==> src/rtl/dynamic_input_route_pkg.sv <==
// rtl/dynamic_input_route_pkg.sv - shared network widths, header field offsets, route and FSM encodings
//
// Purpose: one place for flit geometry and the encodings used by the router
// input port. The width macros are the network-wide knobs. The localparams
// below derive the header field positions from them, starting at the flit MSB.
// Ports: none (package).

`ifndef DATA_WIDTH
`define DATA_WIDTH 64
`endif
`ifndef CHIP_ID_WIDTH
`define CHIP_ID_WIDTH 14
`endif
`ifndef XY_WIDTH
`define XY_WIDTH 8
`endif
`ifndef PAYLOAD_LEN
`define PAYLOAD_LEN 8
`endif
`ifndef FBITS_WIDTH
`define FBITS_WIDTH 4
`endif

package dynamic_input_route_pkg;

    localparam int DATA_W  = `DATA_WIDTH;
    localparam int CHIP_W  = `CHIP_ID_WIDTH;
    localparam int XY_W    = `XY_WIDTH;
    localparam int LEN_W   = `PAYLOAD_LEN;
    localparam int FBITS_W = `FBITS_WIDTH;

    // Header layout, packed downward from the MSB: chip, x, y, fbits, len.
    localparam int CHIP_HI = DATA_W - 1;
    localparam int CHIP_LO = DATA_W - CHIP_W;
    localparam int X_HI    = CHIP_LO - 1;
    localparam int X_LO    = CHIP_LO - XY_W;
    localparam int Y_HI    = X_LO - 1;
    localparam int Y_LO    = X_LO - XY_W;
    localparam int FB_HI   = Y_LO - 1;
    localparam int FB_LO   = Y_LO - FBITS_W;
    localparam int LEN_HI  = FB_LO - 1;
    localparam int LEN_LO  = FB_LO - LEN_W;

    typedef enum logic [2:0] {
        ROUTE_N = 3'd0,
        ROUTE_E = 3'd1,
        ROUTE_S = 3'd2,
        ROUTE_W = 3'd3,
        ROUTE_P = 3'd4
    } route_e;

    typedef enum logic {
        ST_HEADER = 1'b0,
        ST_BODY   = 1'b1
    } state_e;

    // Dimension-order (X then Y) routing. An off-chip destination is steered
    // toward (0,0). Once there, it leaves on W, which is the off-chip port.
    function automatic route_e compute_route(
        input logic [CHIP_W-1:0] dest_chip,
        input logic [XY_W-1:0]   dest_x,
        input logic [XY_W-1:0]   dest_y,
        input logic [CHIP_W-1:0] my_chip,
        input logic [XY_W-1:0]   my_x,
        input logic [XY_W-1:0]   my_y
    );
        logic            off_chip;
        logic [XY_W-1:0] tx;
        logic [XY_W-1:0] ty;
        off_chip = (dest_chip != my_chip);
        tx = off_chip ? '0 : dest_x;
        ty = off_chip ? '0 : dest_y;
        if (tx > my_x)      compute_route = ROUTE_E;
        else if (tx < my_x) compute_route = ROUTE_W;
        else if (ty > my_y) compute_route = ROUTE_S;
        else if (ty < my_y) compute_route = ROUTE_N;
        else if (off_chip)  compute_route = ROUTE_W;
        else                compute_route = ROUTE_P;
    endfunction

endpackage

==> src/rtl/dynamic_input_buffer.sv <==
// rtl/dynamic_input_buffer.sv - circular flit FIFO for one router input port
//
// Purpose: BUF_DEPTH x DATA_W storage. The read and write pointers carry one
// extra wrap bit, so full and empty are told apart without a separate counter.
// Ports:
//   clk, reset     - clock, synchronous active-high reset (pointers only)
//   push, wdata    - write wdata at the tail; caller guarantees !full or same-cycle pop
//   pop            - advance the head; caller guarantees !empty
//   rdata          - head entry (combinational read)
//   empty, full    - occupancy flags

import dynamic_input_route_pkg::*;

module dynamic_input_buffer #(
    parameter int BUF_DEPTH = 4,
    parameter int BUF_AW    = 2
) (
    input  logic              clk,
    input  logic              reset,
    input  logic              push,
    input  logic [DATA_W-1:0] wdata,
    input  logic              pop,
    output logic [DATA_W-1:0] rdata,
    output logic              empty,
    output logic              full
);

    localparam logic [BUF_AW:0] PTR_ONE = {{BUF_AW{1'b0}}, 1'b1};

    logic [DATA_W-1:0] mem [BUF_DEPTH];
    logic [BUF_AW:0]   wr_ptr;
    logic [BUF_AW:0]   rd_ptr;

    always_ff @(posedge clk) begin
        if (reset) begin
            wr_ptr <= '0;
            rd_ptr <= '0;
        end else begin
            if (push) wr_ptr <= wr_ptr + PTR_ONE;
            if (pop)  rd_ptr <= rd_ptr + PTR_ONE;
        end
    end

    // Storage is not reset; a reset empties the FIFO by pointer alone.
    always_ff @(posedge clk) begin
        if (push) mem[wr_ptr[BUF_AW-1:0]] <= wdata;
    end

    assign rdata = mem[rd_ptr[BUF_AW-1:0]];
    assign empty = (wr_ptr == rd_ptr);
    assign full  = (wr_ptr[BUF_AW] != rd_ptr[BUF_AW]) &&
                   (wr_ptr[BUF_AW-1:0] == rd_ptr[BUF_AW-1:0]);

endmodule

==> src/rtl/dynamic_input_route_top.sv <==
// rtl/dynamic_input_route_top.sv - dynamic-network router input port: credit receive, FIFO, route decode
//
// Purpose: buffers incoming flits and decodes the packet header into a one-hot
// request toward N/E/S/W/P. The route is held for the packet's body. The head
// flit pops on any output's thanks, and each pop returns one yummy credit.
// Ports:
//   clk, reset                         - clock, synchronous active-high reset
//   my_loc_x_in/my_loc_y_in/my_chip_id_in - this tile's coordinates
//   data_in, valid_in                  - upstream flit link
//   yummy_out                          - one credit per popped flit, one cycle after the pop
//   data_out, valid_out                - head flit and FIFO non-empty
//   route_req_{n,e,s,w,p}_out          - one-hot request for the current packet
//   tail_out                           - head is its packet's last flit
//   thanks_{n,e,s,w,p}_in              - head consumed by that output
//   overflow_err_out                   - sticky: flit lost to a full FIFO

import dynamic_input_route_pkg::*;

module dynamic_input_route_top #(
    parameter int BUF_DEPTH = 4,
    parameter int BUF_AW    = 2
) (
    input  logic              clk,
    input  logic              reset,
    input  logic [XY_W-1:0]   my_loc_x_in,
    input  logic [XY_W-1:0]   my_loc_y_in,
    input  logic [CHIP_W-1:0] my_chip_id_in,
    input  logic [DATA_W-1:0] data_in,
    input  logic              valid_in,
    output logic              yummy_out,
    output logic [DATA_W-1:0] data_out,
    output logic              valid_out,
    output logic              route_req_n_out,
    output logic              route_req_e_out,
    output logic              route_req_s_out,
    output logic              route_req_w_out,
    output logic              route_req_p_out,
    output logic              tail_out,
    input  logic              thanks_n_in,
    input  logic              thanks_e_in,
    input  logic              thanks_s_in,
    input  logic              thanks_w_in,
    input  logic              thanks_p_in,
    output logic              overflow_err_out
);

    localparam logic [LEN_W-1:0] LEN_ONE = {{(LEN_W-1){1'b0}}, 1'b1};

    logic              empty;
    logic              full;
    logic              pop;
    logic              push;
    logic [4:0]        thanks_vec;

    state_e            state, state_next;
    logic [LEN_W-1:0]  count, count_next;
    route_e            route_lat, route_lat_next;
    route_e            hdr_route;
    route_e            active_route;
    logic [LEN_W-1:0]  hdr_len;

    assign thanks_vec = {thanks_n_in, thanks_e_in, thanks_s_in, thanks_w_in, thanks_p_in};
    assign valid_out  = ~empty;
    assign pop        = (|thanks_vec) & valid_out;
    // A full FIFO can still accept a flit when the head leaves in the same cycle.
    assign push       = valid_in & (~full | pop);

    dynamic_input_buffer #(
        .BUF_DEPTH (BUF_DEPTH),
        .BUF_AW    (BUF_AW)
    ) u_buffer (
        .clk   (clk),
        .reset (reset),
        .push  (push),
        .wdata (data_in),
        .pop   (pop),
        .rdata (data_out),
        .empty (empty),
        .full  (full)
    );

    assign hdr_len   = data_out[LEN_HI:LEN_LO];
    assign hdr_route = compute_route(data_out[CHIP_HI:CHIP_LO], data_out[X_HI:X_LO],
                                     data_out[Y_HI:Y_LO], my_chip_id_in,
                                     my_loc_x_in, my_loc_y_in);

    always_ff @(posedge clk) begin
        if (reset) begin
            state            <= ST_HEADER;
            count            <= '0;
            route_lat        <= ROUTE_P;
            yummy_out        <= 1'b0;
            overflow_err_out <= 1'b0;
        end else begin
            state     <= state_next;
            count     <= count_next;
            route_lat <= route_lat_next;
            yummy_out <= pop;
            if (valid_in & full & ~pop) overflow_err_out <= 1'b1;
        end
    end

    always_comb begin
        state_next     = state;
        count_next     = count;
        route_lat_next = route_lat;
        case (state)
            ST_HEADER: begin
                if (pop && hdr_len != '0) begin
                    state_next     = ST_BODY;
                    count_next     = hdr_len;
                    route_lat_next = hdr_route;
                end
            end
            ST_BODY: begin
                if (pop) begin
                    count_next = count - LEN_ONE;
                    if (count == LEN_ONE) state_next = ST_HEADER;
                end
            end
            default: state_next = ST_HEADER;
        endcase
    end

    // Body flits carry payload, not a header, so they follow the latched route.
    always_comb begin
        active_route    = (state == ST_HEADER) ? hdr_route : route_lat;
        route_req_n_out = valid_out & (active_route == ROUTE_N);
        route_req_e_out = valid_out & (active_route == ROUTE_E);
        route_req_s_out = valid_out & (active_route == ROUTE_S);
        route_req_w_out = valid_out & (active_route == ROUTE_W);
        route_req_p_out = valid_out & (active_route == ROUTE_P);
        tail_out        = valid_out & (((state == ST_HEADER) && (hdr_len == '0)) ||
                                       ((state == ST_BODY) && (count == LEN_ONE)));
    end

    // Output arbitration must grant at most one port per flit.
    always_ff @(posedge clk) begin
        if (!reset && valid_out) begin
            assert ($onehot0(thanks_vec));
        end
    end

endmodule

==> config.mk <==
export PLATFORM = sky130hd
export DESIGN_NAME = dynamic_input_route_top
export DESIGN_NICKNAME = d
export VERILOG_FILES = /design/src/rtl/dynamic_input_route_pkg.sv /design/src/rtl/dynamic_input_buffer.sv /design/src/rtl/dynamic_input_route_top.sv
export SDC_FILE = /design/constraint.sdc
export NUM_CORES = 1
export LEC_CHECK = 0
export ABC_AREA = 1
export BUFFER_PORTS_ARGS = -buffer_cell sky130_fd_sc_hd__buf_2
export CORE_UTILIZATION = 51
export DETAILED_ROUTE_END_ITERATION = 7
export PLACE_DENSITY = 0.76
export SLEW_MARGIN = 10
export SYNTH_ARGS = -nofsm -noshare
export SYNTH_HDL_FRONTEND = slang
export SYNTH_SLANG_ARGS = --single-unit
==> constraint.sdc <==
create_clock -name clk -period 3.95 [get_ports clk]
set_clock_uncertainty 0.1 [all_clocks]
set_input_delay 0 -clock clk [delete_from_list [all_inputs] [get_ports clk]]
set_output_delay 0 -clock clk [all_outputs]
set_load 0.03 [all_outputs]
After elaboration in Yosys (flattened, before gate mapping)
Memories as Yosys holds them, arrays and structs flattened. A register that Yosys moved wholly into a read port is not among the register bits.
Index checks and enable logic that the tools add are counted.
{"block": "totals", "reg_bits": 20, "ramBits": 256, "in_bits": 102, "output_inout_bits": 73, "elab_cells": 71, "n_memories": 1}
{"block": "classes", "n_addsub": 3, "n_lt_le_gt_ge": 4, "n_eq_ne": 11, "mux": 19, "n_bitwise": 15, "reduce_logical": 11}
{"name": "u_buffer.mem", "depth": 4, "width": 64, "rd": 1, "rd_ports_with_merged_regs": 1, "wr": 1, "line": "dynamic_input_buffer.sv:30", "text": "logic [DATA_W-1:0] mem [BUF_DEPTH];"}
{"cell": "8-bit 2-to-1 mux", "count": 4}
{"cell": "3-bit 2-to-1 mux", "count": 6}
{"cell": "8-bit > comparator", "count": 2}
{"cell": "8-bit < comparator", "count": 2}
{"cell": "8-bit case mux with 2 select lines", "count": 1}
{"cell": "14-bit != test", "count": 1}
{"cell": "1-bit bitwise AND", "count": 10}
{"cell": "8-bit by 1-bit equality test with 1-bit output (second input constant)", "count": 1}
{"cell": "8-bit logical NOT", "count": 1}
{"cell": "8-bit nonzero test", "count": 1}
{"cell": "8-bit by 1-bit subtractor with 8-bit output (second input constant)", "count": 1}
{"cell": "3-bit by 1-bit adder with 3-bit output (second input constant)", "count": 2}
{"cell": "3-bit by 2-bit equality test with 1-bit output (second input constant)", "count": 2}
{"cell": "1-bit 2-to-1 mux", "count": 5}
{"cell": "5-bit OR reduction", "count": 1}
{"cell": "1-bit logical AND", "count": 4}
{"cell": "2-bit 2-to-1 mux", "count": 2}
{"cell": "2-bit != test (second input constant)", "count": 2}
{"cell": "1-bit inverter", "count": 4}
{"cell": "2-bit AND reduction", "count": 2}
{"cell": "3-bit by 1-bit equality test with 1-bit output (second input constant)", "count": 1}
{"cell": "3-bit equality test", "count": 1}
{"cell": "3-bit equality test (second input constant)", "count": 1}
{"cell": "3-bit logical NOT", "count": 1}
{"cell": "5 further kinds", "count": 5}

Depth between registers and ports, before layout
{"block": "logic_depth", "ltp_word": 10, "mapped_depth": 29, "ltp_nobuf": 26}

Cells and area by module
Synthesis repeated with hierarchy kept, for this count alone.
{"block": "unflattened", "hier_cells": 1120, "area_unflattened_um2": 12268.0}
{"module": "dynamic_input_buffer", "n_inst": 1, "cells_each": 799, "area_per_inst_um2": 10447.5, "seq_area_each_um2": 7847.5}
{"module": "dynamic_input_route_top", "n_inst": 1, "cells_each": 321, "area_per_inst_um2": 1820.5, "seq_area_each_um2": 280.3}

Worst setup path after synthesis
OpenSTA, ideal clock, no wires.
{"block": "synth_timing", "kind": "register to register", "start": "register u_buffer.wr_ptr[0]", "end": "register u_buffer.wr_ptr[2]", "setup_ns": 0.121, "arrival_time_ns": 4.363, "required_ns": 3.729, "setup_slack_ns": -0.635, "stages_incl_launch_ff": 13, "path_buffers": 0, "period_less_slack_ns": 4.585, "path_cell_list": "dfxtp_1 > inv_1 > nand2_1 > nand3_1 > nor2_1 > inv_1 > nand2_2 > nand2_1 > nand2_1 > nor2_1 > nand2_1 > nand2_1 > o21ba_2"}
{"block": "synth_between", "elab_chain_cells": 5, "word_cells_on_any_way": 9, "cone_classes": "add/sub (1); eq/ne (2); bitwise (5); reduce/logical (1)"}
{"item": "from (decl)", "line": "dynamic_input_buffer.sv:31", "text": "logic [BUF_AW:0] wr_ptr;"}
{"item": "from (signal assigned)", "line": "dynamic_input_buffer.sv:39", "text": "if (push) wr_ptr <= wr_ptr + PTR_ONE;"}
{"item": "3-bit equality test", "line": "dynamic_input_buffer.sv:50", "text": "assign empty = (wr_ptr == rd_ptr);"}
{"item": "1-bit inverter", "line": "dynamic_input_route_top.sv:63", "text": "assign valid_out = ~empty;"}
{"item": "net valid_out", "line": "dynamic_input_route_top.sv:32", "text": "output logic valid_out,"}
{"item": "1-bit bitwise AND", "line": "dynamic_input_route_top.sv:64", "text": "assign pop = (|thanks_vec) & valid_out;"}
{"item": "1-bit OR", "line": "dynamic_input_route_top.sv:66", "text": "assign push = valid_in & (~full | pop);"}
{"item": "1-bit bitwise AND", "line": "dynamic_input_route_top.sv:66"}
The timed path passes the listed nets, and every way through them passes these cells.
A chain may end at the register's enable or synchronous reset.

==> reports/qor.csv <==
stage,metric,value,unit
outcome,status,"finished, violations left",
outcome,failing checks,negative setup slack,
cells_and_area,register area,8133,um^2
setup_path,critical setup path kind,register to output pin,
cells_and_area,most frequent cells in the layout,"edfxtp_1, nand2_1, buf_2, nor2_1, o21ai_0",
synthesis,area fraction of the dominant cell type after synthesis,0.6529,
timing,final period utilization,1.021,
power,Clk pwr share,0.231,
routing,routed length per instance,17.89,um
clock_tree,CTS tree,built,
global_route,largest net degree at the start of global routing,74,
clock_tree,Clock Latency Late Sink,0.52,ns
power,PwrDens,684.2,nW/um^2
power,worst vdd ir,0.0004821,V
timing,worst-margin pin slew,0.5419,ns
clock_tree,CTS Buf Count,27,
synthesis,main area contributors after synthesis,"edfxtp_1, nand2_1, nor2_1",
clock_tree,Sink Count,278,
floorplan,Die W,153.9,um
synthesis,dominant synthesized flop cell,edfxtp_1,
cells_and_area,"commonest non-fill, non-tap cell in the layout",edfxtp_1,
timing,Fmax achieved,0.2480,GHz
cells_and_area,final-layout fill cell count,1581,
synthesis,Mapped Nets,1172,
place,dpl hpwl,15300,um
place,global placement routability congestion,0.8549,
routing,final wirelength,29180,um
floorplan,die area,23700,um^2
setup_path,Worst R2R Setup Slack,0.82,ns
global_route,initial antenna violation count,4,
setup_path,CP max stage delay,0.36,ns
synthesis,synthesized flop and latch total,278,
cells_and_area,area of the multi-input gates,3496,um^2
hold_path,hold crit path type,primary input to register,
timing,minimum clock period after layout,4.031,ns
routing,drc violations,0,
timing,worst setup margin,-0.08147,ns
global_route,first-pass GRT wire length,44230,um
global_route,grt ovf,0,
setup_path,Worst Setup End Kind,output pin,
floorplan,Core Box Area,22640,um^2
timing,slew margin rel.,0.6388,
power,Switching Share,0.4003,
power,Reg power frac,0.341,
floorplan,Initial Utilization,0.5200,
routing,DR iter-0 viols,642,
power,Gate power share,0.428,
synthesis,Yosys Warn Count,0,
synthesis,synth unique cells,35,
power,internal power,6253,uW
routing,post-DR vias/cell,5.416,
cells_and_area,Finished Cell Area,15240,um^2
timing,Final setup viols,5,
routing,remaining antenna violation count after routing,0,
setup_path,Worst EP arrival,3.93,ns
clock_tree,clock tree buffer depth,3,
cells_and_area,share of layout cells above drive strength 1,0.2686,
timing,count of final hold-check violations,0,
place,port buffer count,174,
synthesis,Synth Instances,1047,
routing,Via Count,8833,
clock_tree,CTS Root Cell,clkbuf_16,
global_route,total track usage,0.2421,
synthesis,fraction of registers with async set/reset,0,
timing,RSZ-0062 raised after global routing,true,
power,leak pwr,0.006123,uW
routing,first drt pass iteration count,5,
synthesis,cell accounting for the most synthesized area,edfxtp_1,
synthesis,Mapped Area,11770,um^2
timing,Final Max Slew Viols,0,
floorplan,IO Count,175,
place,"Cell Area, Placed",12930,um^2
synthesis,sequential area share after synthesis,0.6903,
cells_and_area,Util after Layout,0.6732,
floorplan,Rows,55,
setup_path,crit start category,register,
synthesis,average cell area after synthesis,11.25,um^2
synthesis,Post-synth EDFFs,256,
clock_tree,H-tree depth,1,
setup_path,Crit Path Max Fanout,7,
flow_run,max-cap viol count,0,
timing,Min Hold Slack,0.1253,ns
setup_path,crit-path most repeated cell,nand2_2,
cells_and_area,Area Overhead vs Synth,29.45,%
clock_tree,clock-pin slew on the worst setup and hold paths,0.06,ns
floorplan,overall die height,153.9,um
global_route,vias in the first global route,8655,
setup_path,CP required,3.85,ns
cells_and_area,Final Net Count,1451,
setup_path,Critical-path top delay cell,dfxtp_4,
power,Sw Pwr,4174,uW
power,final total power,10430,uW
-- per-stage QoR --
| step | setup TNS [ns] | setup slack (ns) | cells |
|---|---|---|---|
| 2_1_floorplan | -112.48 | -0.5858 | 1047 |
| 3_3_place_gp | 0 | 0.3546 | 1471 |
| 3_5_place_dp | 0 | 0.2257 | 1471 |
| 4_1_cts | 0 | 0.005536 | 1621 |
| 5_1_grt | -1.412 | -0.3117 | 1631 |
| 6_report | -0.1957 | -0.08147 | 1631 |
-- layer usage --
layer | GRT usage | part of all wire | vias up
met3 | 0.05101 | 0.072 | 73
met2 | 0.4236 | 0.51 | 355
met5 | 0 | 0.0010 | -
met1 | 0.2868 | 0.39 | 4200
li1 | - | - | 4201
met4 | 0.1105 | 0.034 | 4
-- cells by family after synthesis --
| family | share of synthesized area |
|---|---|
| AOI/OAI and AO/OA | 0.08416 |
| xor gates and xnor gates | 0.005207 |
| adders and majority gates | 0.02444 |
| buffers and inverters | 0.04378 |
| DFF | 0.6903 |
| and+or+nand+nor | 0.1521 |
-- final cells by class --
class,count,share of cell area
Antenna cell,2,0.0003284
Clock buffer,34,0.04606
Clock inverter,13,0.007389
Inverter,73,0.01921
Multi-Input combinational cell,652,0.2294
Sequential cell,278,0.5336
Tap cell,285,0.02340
Timing Repair Buffer,292,0.1388
Timing Repair inverter,2,0.001806
-- synth_stat cells (5+ instances only) --
master,n
nand3_1,52
nand3b_1,11
edfxtp_1,256
nor2_1,151
nor3_1,6
o22ai_1,28
nand2_1,202
o21ai_0,103
xor2_1,5
dfxtp_1,22
o21ai_1,5
ha_1,23
a21oi_1,39
inv_1,70
buf_1,6
clkbuf_1,20
buf_6,5
buf_2,12
-- worst paths after layout --
path / start / to / cells past startpoint
worst max-delay path: register / route_req_n_out / 26
worst min-delay path: my_loc_x_in[0] / route_lat[1] / 6
worst max register to register: register / route_lat[2] / 22
worst min register to register: overflow_err_out / overflow_err_out / 2
-- power by group through the flow --
stage	Sequential [uW]	Combinational, uW	Clock [uW]
after detailed placement	3610	3660	0
after global placement	3610	3600	0
final	3560	4460	2410
after floorplan	3590	2700	0
after CTS	3550	4160	2430
after global routing	3580	4840	2550
-- sequential cells by signal, summed over array words and instances (netlist names), named ones only --
signal,count
u_buffer.mem,256
count,8
route_lat,3
u_buffer.rd_ptr,3
u_buffer.wr_ptr,3
overflow_err_out,1
state,1
yummy_out,1
-- repair_timing --
item                                    4_1_cts  5_1_grt
endpoints found under the setup margin        5        6
endpoints found under the hold margin       277        0
pin swaps                                    18       49
gates resized for setup                      31       91
hold buffers                                 69        0
setup buffers                                27       11
cloned                                        7        0
-- worst max-delay path: cells and delay by family, from the launching register on --
family | cells | cell delay [ns]
AO/OA/AOI/OAI | 3 | 0.39
adder cells (fa/ha/maj) | 1 | 0.26
AND/OR/NAND/NOR | 18 | 1.85
flip-flops | 1 | 0.36
buffers and inverters | 4 | 0.54
Note: power is estimated with default switching activity, not from simulation.
